--- src/rtl/clock_pkg.sv ---
// Shared definitions for the time-of-day core: mode encodings, BCD limits
// and the packed-BCD increment used by every field counter.
package clock_pkg;

  typedef enum logic [2:0] {
    RUN      = 3'd0,
    SET_HR   = 3'd1,
    SET_MIN  = 3'd2,
    SET_AHR  = 3'd3,
    SET_AMIN = 3'd4
  } mode_e;

  localparam logic [7:0] SEC_MAX = 8'h59;
  localparam logic [7:0] MIN_MAX = 8'h59;

  // Next packed-BCD value: wrap to 00 after max, ones 9->0 carries into tens.
  function automatic logic [7:0] bcd_inc(input logic [7:0] v, input logic [7:0] max);
    logic [7:0] r;
    if (v == max) begin
      r = 8'h00;
    end else if (v[3:0] == 4'd9) begin
      r = {v[7:4] + 4'd1, 4'd0};
    end else begin
      r = {v[7:4], v[3:0] + 4'd1};
    end
    return r;
  endfunction

endpackage

--- src/rtl/bcd_counter_2d.sv ---
// Two-digit packed-BCD counter with clear and wrap strobe.
// wrap is combinational so a carry chain of these settles within one edge.
module bcd_counter_2d
  import clock_pkg::*;
#(
  parameter logic [7:0] MAX = SEC_MAX
) (
  input  logic       clk,
  input  logic       rst,
  input  logic       inc,
  input  logic       clr,
  output logic [7:0] value,
  output logic       wrap
);

  logic [7:0] value_q;
  logic [7:0] value_d;

  // Clear has priority over increment.
  always_comb begin
    value_d = value_q;
    if (clr) begin
      value_d = 8'h00;
    end else if (inc) begin
      value_d = bcd_inc(value_q, MAX);
    end
  end

  // Value register.
  always_ff @(posedge clk or posedge rst) begin
    if (rst) begin
      value_q <= 8'h00;
    end else begin
      value_q <= value_d;
    end
  end

  assign value = value_q;
  assign wrap  = inc & ~clr & (value_q == MAX);

endmodule

--- src/rtl/clock_timekeeper.sv ---
// Time-of-day core: resynchronises the divider tick, keeps hh:mm:ss in packed
// BCD and lets the user set hours/minutes through a small mode FSM.
// Optional alarm comparator is built when CLOCK_ALARM_EN is defined.
module clock_timekeeper
  import clock_pkg::*;
#(
  parameter int         SYNC_STAGES = 2,
  parameter logic [7:0] HOUR_MAX    = 8'h23
) (
  input  logic       clk,
  input  logic       rst,
  input  logic       tick_in,
  input  logic       btn_mode,
  input  logic       btn_inc,
`ifdef CLOCK_ALARM_EN
  input  logic       alm_arm,
  output logic       alarm_out,
`endif
  output logic [7:0] hr_bcd,
  output logic [7:0] min_bcd,
  output logic [7:0] sec_bcd,
  output logic [2:0] mode,
  output logic       blink
);

  logic [SYNC_STAGES-1:0] sync_q, sync_d;
  logic                   prev_q, prev_d;
  mode_e                  mode_q, mode_d;
  logic                   blink_q, blink_d;
  logic                   tick_pulse;
  logic                   is_run;
  logic                   edit_ok;

  logic sec_inc, sec_clr, sec_wrap;
  logic min_inc, min_wrap;
  logic hr_inc, hr_wrap;

  // Synchroniser shift and edge history.
  always_comb begin
    sync_d = {sync_q[SYNC_STAGES-2:0], tick_in};
    prev_d = sync_q[SYNC_STAGES-1];
  end

  assign tick_pulse = sync_q[SYNC_STAGES-1] & ~prev_q;
  assign is_run     = (mode_q == RUN);
  // A mode press in the same cycle swallows the increment.
  assign edit_ok    = btn_inc & ~btn_mode;

  // Mode next-state and blink control.
  always_comb begin
    mode_d  = mode_q;
    blink_d = blink_q;
    if (btn_mode) begin
      case (mode_q)
        RUN:      mode_d = SET_HR;
        SET_HR:   mode_d = SET_MIN;
`ifdef CLOCK_ALARM_EN
        SET_MIN:  mode_d = SET_AHR;
        SET_AHR:  mode_d = SET_AMIN;
`else
        SET_MIN:  mode_d = RUN;
`endif
        default:  mode_d = RUN;
      endcase
    end
    if (mode_d == RUN) begin
      blink_d = 1'b0;
    end else if (!is_run && tick_pulse) begin
      blink_d = ~blink_q;
    end
  end

  // Field strobes: ticks ripple seconds->minutes->hours in RUN; in set
  // modes only the selected field moves and nothing carries.
  assign sec_inc = is_run & tick_pulse & ~btn_mode;
  assign sec_clr = is_run & btn_mode;
  assign min_inc = is_run ? sec_wrap : ((mode_q == SET_MIN) & edit_ok);
  assign hr_inc  = is_run ? min_wrap : ((mode_q == SET_HR) & edit_ok);

  bcd_counter_2d #(.MAX(SEC_MAX)) u_sec (
    .clk(clk), .rst(rst), .inc(sec_inc), .clr(sec_clr),
    .value(sec_bcd), .wrap(sec_wrap)
  );

  bcd_counter_2d #(.MAX(MIN_MAX)) u_min (
    .clk(clk), .rst(rst), .inc(min_inc), .clr(1'b0),
    .value(min_bcd), .wrap(min_wrap)
  );

  bcd_counter_2d #(.MAX(HOUR_MAX)) u_hr (
    .clk(clk), .rst(rst), .inc(hr_inc), .clr(1'b0),
    .value(hr_bcd), .wrap(hr_wrap)
  );

`ifdef CLOCK_ALARM_EN
  logic [7:0] alm_hr, alm_min;
  logic       alm_hr_wrap, alm_min_wrap;
  logic       alarm_q, alarm_d;

  bcd_counter_2d #(.MAX(HOUR_MAX)) u_alm_hr (
    .clk(clk), .rst(rst), .inc((mode_q == SET_AHR) & edit_ok), .clr(1'b0),
    .value(alm_hr), .wrap(alm_hr_wrap)
  );

  bcd_counter_2d #(.MAX(MIN_MAX)) u_alm_min (
    .clk(clk), .rst(rst), .inc((mode_q == SET_AMIN) & edit_ok), .clr(1'b0),
    .value(alm_min), .wrap(alm_min_wrap)
  );

  // Alarm match; held for the whole matching minute while armed in RUN.
  always_comb begin
    alarm_d = alm_arm & is_run & (hr_bcd == alm_hr) & (min_bcd == alm_min);
  end

  // Alarm output register.
  always_ff @(posedge clk or posedge rst) begin
    if (rst) begin
      alarm_q <= 1'b0;
    end else begin
      alarm_q <= alarm_d;
    end
  end

  assign alarm_out = alarm_q;

  // Alarm fields never carry, so their wrap strobes have no consumer.
  logic unused_wraps;
  assign unused_wraps = &{1'b0, hr_wrap, alm_hr_wrap, alm_min_wrap};
`else
  // Day rollover has no consumer downstream.
  logic unused_wraps;
  assign unused_wraps = &{1'b0, hr_wrap};
`endif

  // Synchroniser, edge history, mode and blink registers.
  always_ff @(posedge clk or posedge rst) begin
    if (rst) begin
      sync_q  <= '0;
      prev_q  <= 1'b0;
      mode_q  <= RUN;
      blink_q <= 1'b0;
    end else begin
      sync_q  <= sync_d;
      prev_q  <= prev_d;
      mode_q  <= mode_d;
      blink_q <= blink_d;
    end
  end

  assign mode  = mode_q;
  assign blink = blink_q;

endmodule

--- config.mk ---
export PLATFORM = sky130hd
export DESIGN_NAME = clock_timekeeper
export DESIGN_NICKNAME = d
export VERILOG_FILES = /design/src/rtl/clock_pkg.sv /design/src/rtl/bcd_counter_2d.sv /design/src/rtl/clock_timekeeper.sv
export SDC_FILE = /design/constraint.sdc
export NUM_CORES = 1
export LEC_CHECK = 0
export BUFFER_PORTS_ARGS = -buffer_cell sky130_fd_sc_hd__clkbuf_2
export CORE_ASPECT_RATIO = 0.75
export CORE_MARGIN = 2
export CORE_UTILIZATION = 39
export DETAILED_ROUTE_END_ITERATION = 12
export HOLD_SLACK_MARGIN = 0.15
export PLACE_DENSITY_LB_ADDON = 0.1
export RECOVER_POWER = 100
export SETUP_SLACK_MARGIN = 0.05
export SYNTH_ARGS = -nofsm -noshare
export SYNTH_HDL_FRONTEND = slang
export SYNTH_SLANG_ARGS = --single-unit
--- constraint.sdc ---
create_clock -name clk -period 1.95 [get_ports clk]
set_clock_uncertainty 0.2 [all_clocks]
set_input_delay 0.585 -clock clk [delete_from_list [all_inputs] [get_ports clk]]
set_output_delay 0.585 -clock clk [all_outputs]
set_load 0.05 [all_outputs]
==> results.py <==
metrics = {
    "synthesis": {
        "synth_edf_count": 0,
        "synth-main-ff-cell": "dfrtp_1",
        "syn_area_um2": 1690,
        "synth_nets": 187,
        "synth.avg_cell_area_um2": 9.94,
        "synth-seq-area-share": 0.459,
        "netlist_instances": 170,
        "ys_warn_count": 0,
        "synth_seq_cells": 31,
        "synth_cell_types": 41,
        "async_flop_share": 1.00,
    },
    "clock_tree": {
        "cts-root-buf": "clkbuf_8",
        "clk_pin_slew_ns": 0.07,
        "htreeDepth": 2,
        "numCtsBuffers": 5,
        "cts_tree": "yes",
        "ctsLongestPathBuffers": 2,
        "clk_latency_ns": 0.29,
        "hold_buffers": 0,
        "cts.sinks": 31,
    },
    "drt": {
        "drtAntennaViolNets": 0,
        "wl_per_cell_um": 13.6,
        "totalWireLength_mm": 4.16,
        "viasPerCell": 5.13,
        "firstDrtPassIters": 4,
        "drt_iter0_drc": 44,
        "vias": 1569,
        "post-route-drc-count": 0,
    },
    "floorplanning": {
        "top_level_ports": 33,
        "die-area_um2": 4880,
        "die_y_um": 61.0,
        "start_util": 0.412,
        "coreArea_um2": 4100,
        "row_count": 20,
        "die_w_um": 80.0,
    },
    "power": {
        "power.density_nw_per_um2": 1200,
        "leakagePower_nw": 1.16,
        "vdd_ir_drop_max_mv": 0.559,
    },
    "timing": {
        "slew_violations": 0,
        "finalCriticalPeriod_ns": 2.14,
        "fin_crit_sh": 1.10,
        "rsz0062_at_grt": "yes",
        "max_freq_ghz": 0.467,
        "setup_viol": 17,
        "hold_violations": 0,
        "worst_slack_ns": -0.193,
        "worst_slew_pin_slew_ns": 0.796,
        "relSlewSlack": 0.469,
    },
    "place": {
        "place_inst": 293,
        "place_congestion": 0.873,
        "place_hpwl_mm": 3.06,
        "post_dp_cell_area_um2": 2230,
        "portBuffers": 32,
    },
    "grt": {
        "grt_max_degree": 32,
        "grt_pass1_vias": 1530,
        "grt_pass1_wl_mm": 6.88,
        "grt_busiest_layer": "met2",
        "grtUsageMet2": 0.296,
        "grtUsageMet3": 0.0440,
        "overflow": 0,
        "antenna_found_initial": 0,
        "grtUsageMet1": 0.244,
        "grt_use_total": 0.188,
    },
    "run": {
        "max_cap_violations": 0,
    },
    "setup_path": {
        "cp_cell_sequence": "clkbuf_1 -> or3b_4 -> nor4_4 -> buf_4 -> buf_6 -> nor2_4 -> or3_1 -> a21oi_2",
        "worstPathMaxFanout": 3,
        "critPathRequiredTime_ns": 1.97,
        "end_kind": "flip-flop",
        "critPathKind": "in -> reg",
        "crit_arrival_ns": 2.17,
        "critPathSlowestCell": "or3b_4",
        "critPathLaunchType": "input port",
        "max_stage_delay_ns": 0.43,
    },
    "finish": {
        "drive_gt1_frac": 0.442,
        "diodes": 0,
        "syn2layout_area_growth_pct": 44.4,
        "final_cells": 306,
        "final_util": 0.595,
        "final_cell_area_um2": 2440,
        "layout.nets": 267,
    },
    "worst_hold_path": {
        "hp-class": "reg -> reg",
    },
    "status": {
        "violations": "setup timing",
        "status": "finished with violations",
    },
}
## Yosys cell counts, types with 2 or more instances
cell,number,area (µm²)
and3_1,2,12.5
or3_1,2,12.5
o31ai_1,4,30.0
nand3b_1,4,30.0
and2_1,2,12.5
nor2_1,9,33.8
o211ai_1,2,15.0
a211oi_1,2,15.0
inv_1,12,45.0
o21ai_0,15,75.1
o21ai_2,2,17.5
a211o_1,2,17.5
a21boi_0,2,15.0
and2b_1,2,15.0
xor2_1,4,35.0
nand3_1,9,45.0
ha_1,12,150
nand2_1,14,52.6
nor3_1,4,20.0
or4b_2,2,20.0
nand2b_1,5,31.3
a21oi_1,8,40.0
nor2b_1,2,12.5
dfrtp_1,31,776
## cell type report
type,instances,area (µm²)
clock buffer,8,100
fill,379,1660
inverter,12,45.0
multi-input combinational,127,1020
sequential,31,785
tap,55,68.8
timing repair buffer,73,420
## what timing repair did
action / in CTS / in global routing
pin swaps: 21 / 9
cloned: 0 / 0
setup buffers: 3 / 2
setup endpoints to repair: 23 / 22
gates resized for setup: 25 / 19
## path summary, 6_finish.rpt
path                             endpoint  slack (ns)       from  cells after the start
max                        u_min.value[3]       -0.19   btn_mode                      8
min                             sync_q[1]        0.16  sync_q[0]                      0
max reg2reg                u_min.value[3]       -0.18    mode[0]                      7
min reg2reg                     sync_q[1]        0.16  sync_q[0]                      0
max in group asynchronous         mode[1]        0.70        rst                      3
min in group asynchronous  u_min.value[6]        0.29        rst                      3
## report_power, final
part	leakage (nW)	total, W	switching (W)	internal (W)
Sequential	0.383	0.000876	0.0000934	0.000783
Clock	0.0515	0.000559	0.000237	0.000322
Combinational	0.728	0.00150	0.000999	0.000499
Total	1.16	0.00293	0.00133	0.00160
## sequential cells by signal, indices dropped and copies added, names as in the netlist
signal / flops
sync_q: 2
mode: 3
prev_q: 1
u_min.value: 8
blink: 1
u_sec.value: 8
u_hr.value: 8
## layout by cell type, fill, tap and decap left out, types with 4 or more instances in the layout
| cell | n |
|---|---|
| clkbuf_8 | 7 |
| buf_6 | 4 |
| nand3_1 | 9 |
| nor2_1 | 6 |
| nand3b_1 | 4 |
| nand2_1 | 13 |
| a21oi_1 | 6 |
| clkbuf_2 | 39 |
| ha_1 | 11 |
| dfrtp_2 | 7 |
| dfrtp_1 | 24 |
| clkbuf_1 | 13 |
| nand2b_1 | 4 |
| o21ai_0 | 6 |
| xor2_1 | 4 |
| inv_1 | 11 |
| buf_4 | 16 |
| o21ai_1 | 8 |
## critical path: cells and delay by family
kind | cells | cell delay [ns]
AND/OR/NAND/NOR | 4 | 1.09
buffers and inverters | 3 | 0.37
AO/OA/AOI/OAI | 1 | 0.12
## cells by family after synthesis
logic type,synth area share
AOI/OAI and AO/OA,0.158
xor gates and xnor gates,0.0207
adders and majority gates,0.0888
buffers and inverters,0.0266
DFF,0.459
muxes,0.0126
and+or+nand+nor,0.234
## stage by stage
stage / hold slack, ns / setup WS, ns / total power (W) / setup TNS [ns]
after floorplan: 0.131 / -0.273 / 0.00183 / -2.89
after global placement: 0.141 / -0.461 / 0.00232 / -7.33
after detailed placement: 0.145 / -0.500 / 0.00236 / -7.82
after CTS: 0.158 / -0.179 / 0.00298 / -1.70
after global routing: 0.171 / -0.215 / 0.00312 / -2.63
final: 0.156 / -0.193 / 0.00293 / -1.81
## layer usage
layer / routed length [µm] / share of wire / vias up
li1: - / - / 773
met3: 161 / 0.039 / 10
met5: 0 / 0 / -
met2: 1970 / 0.47 / 34
met4: 100 / 0.024 / 0
met1: 1930 / 0.46 / 752
No activity file was read; power rests on OpenSTA's default activity.
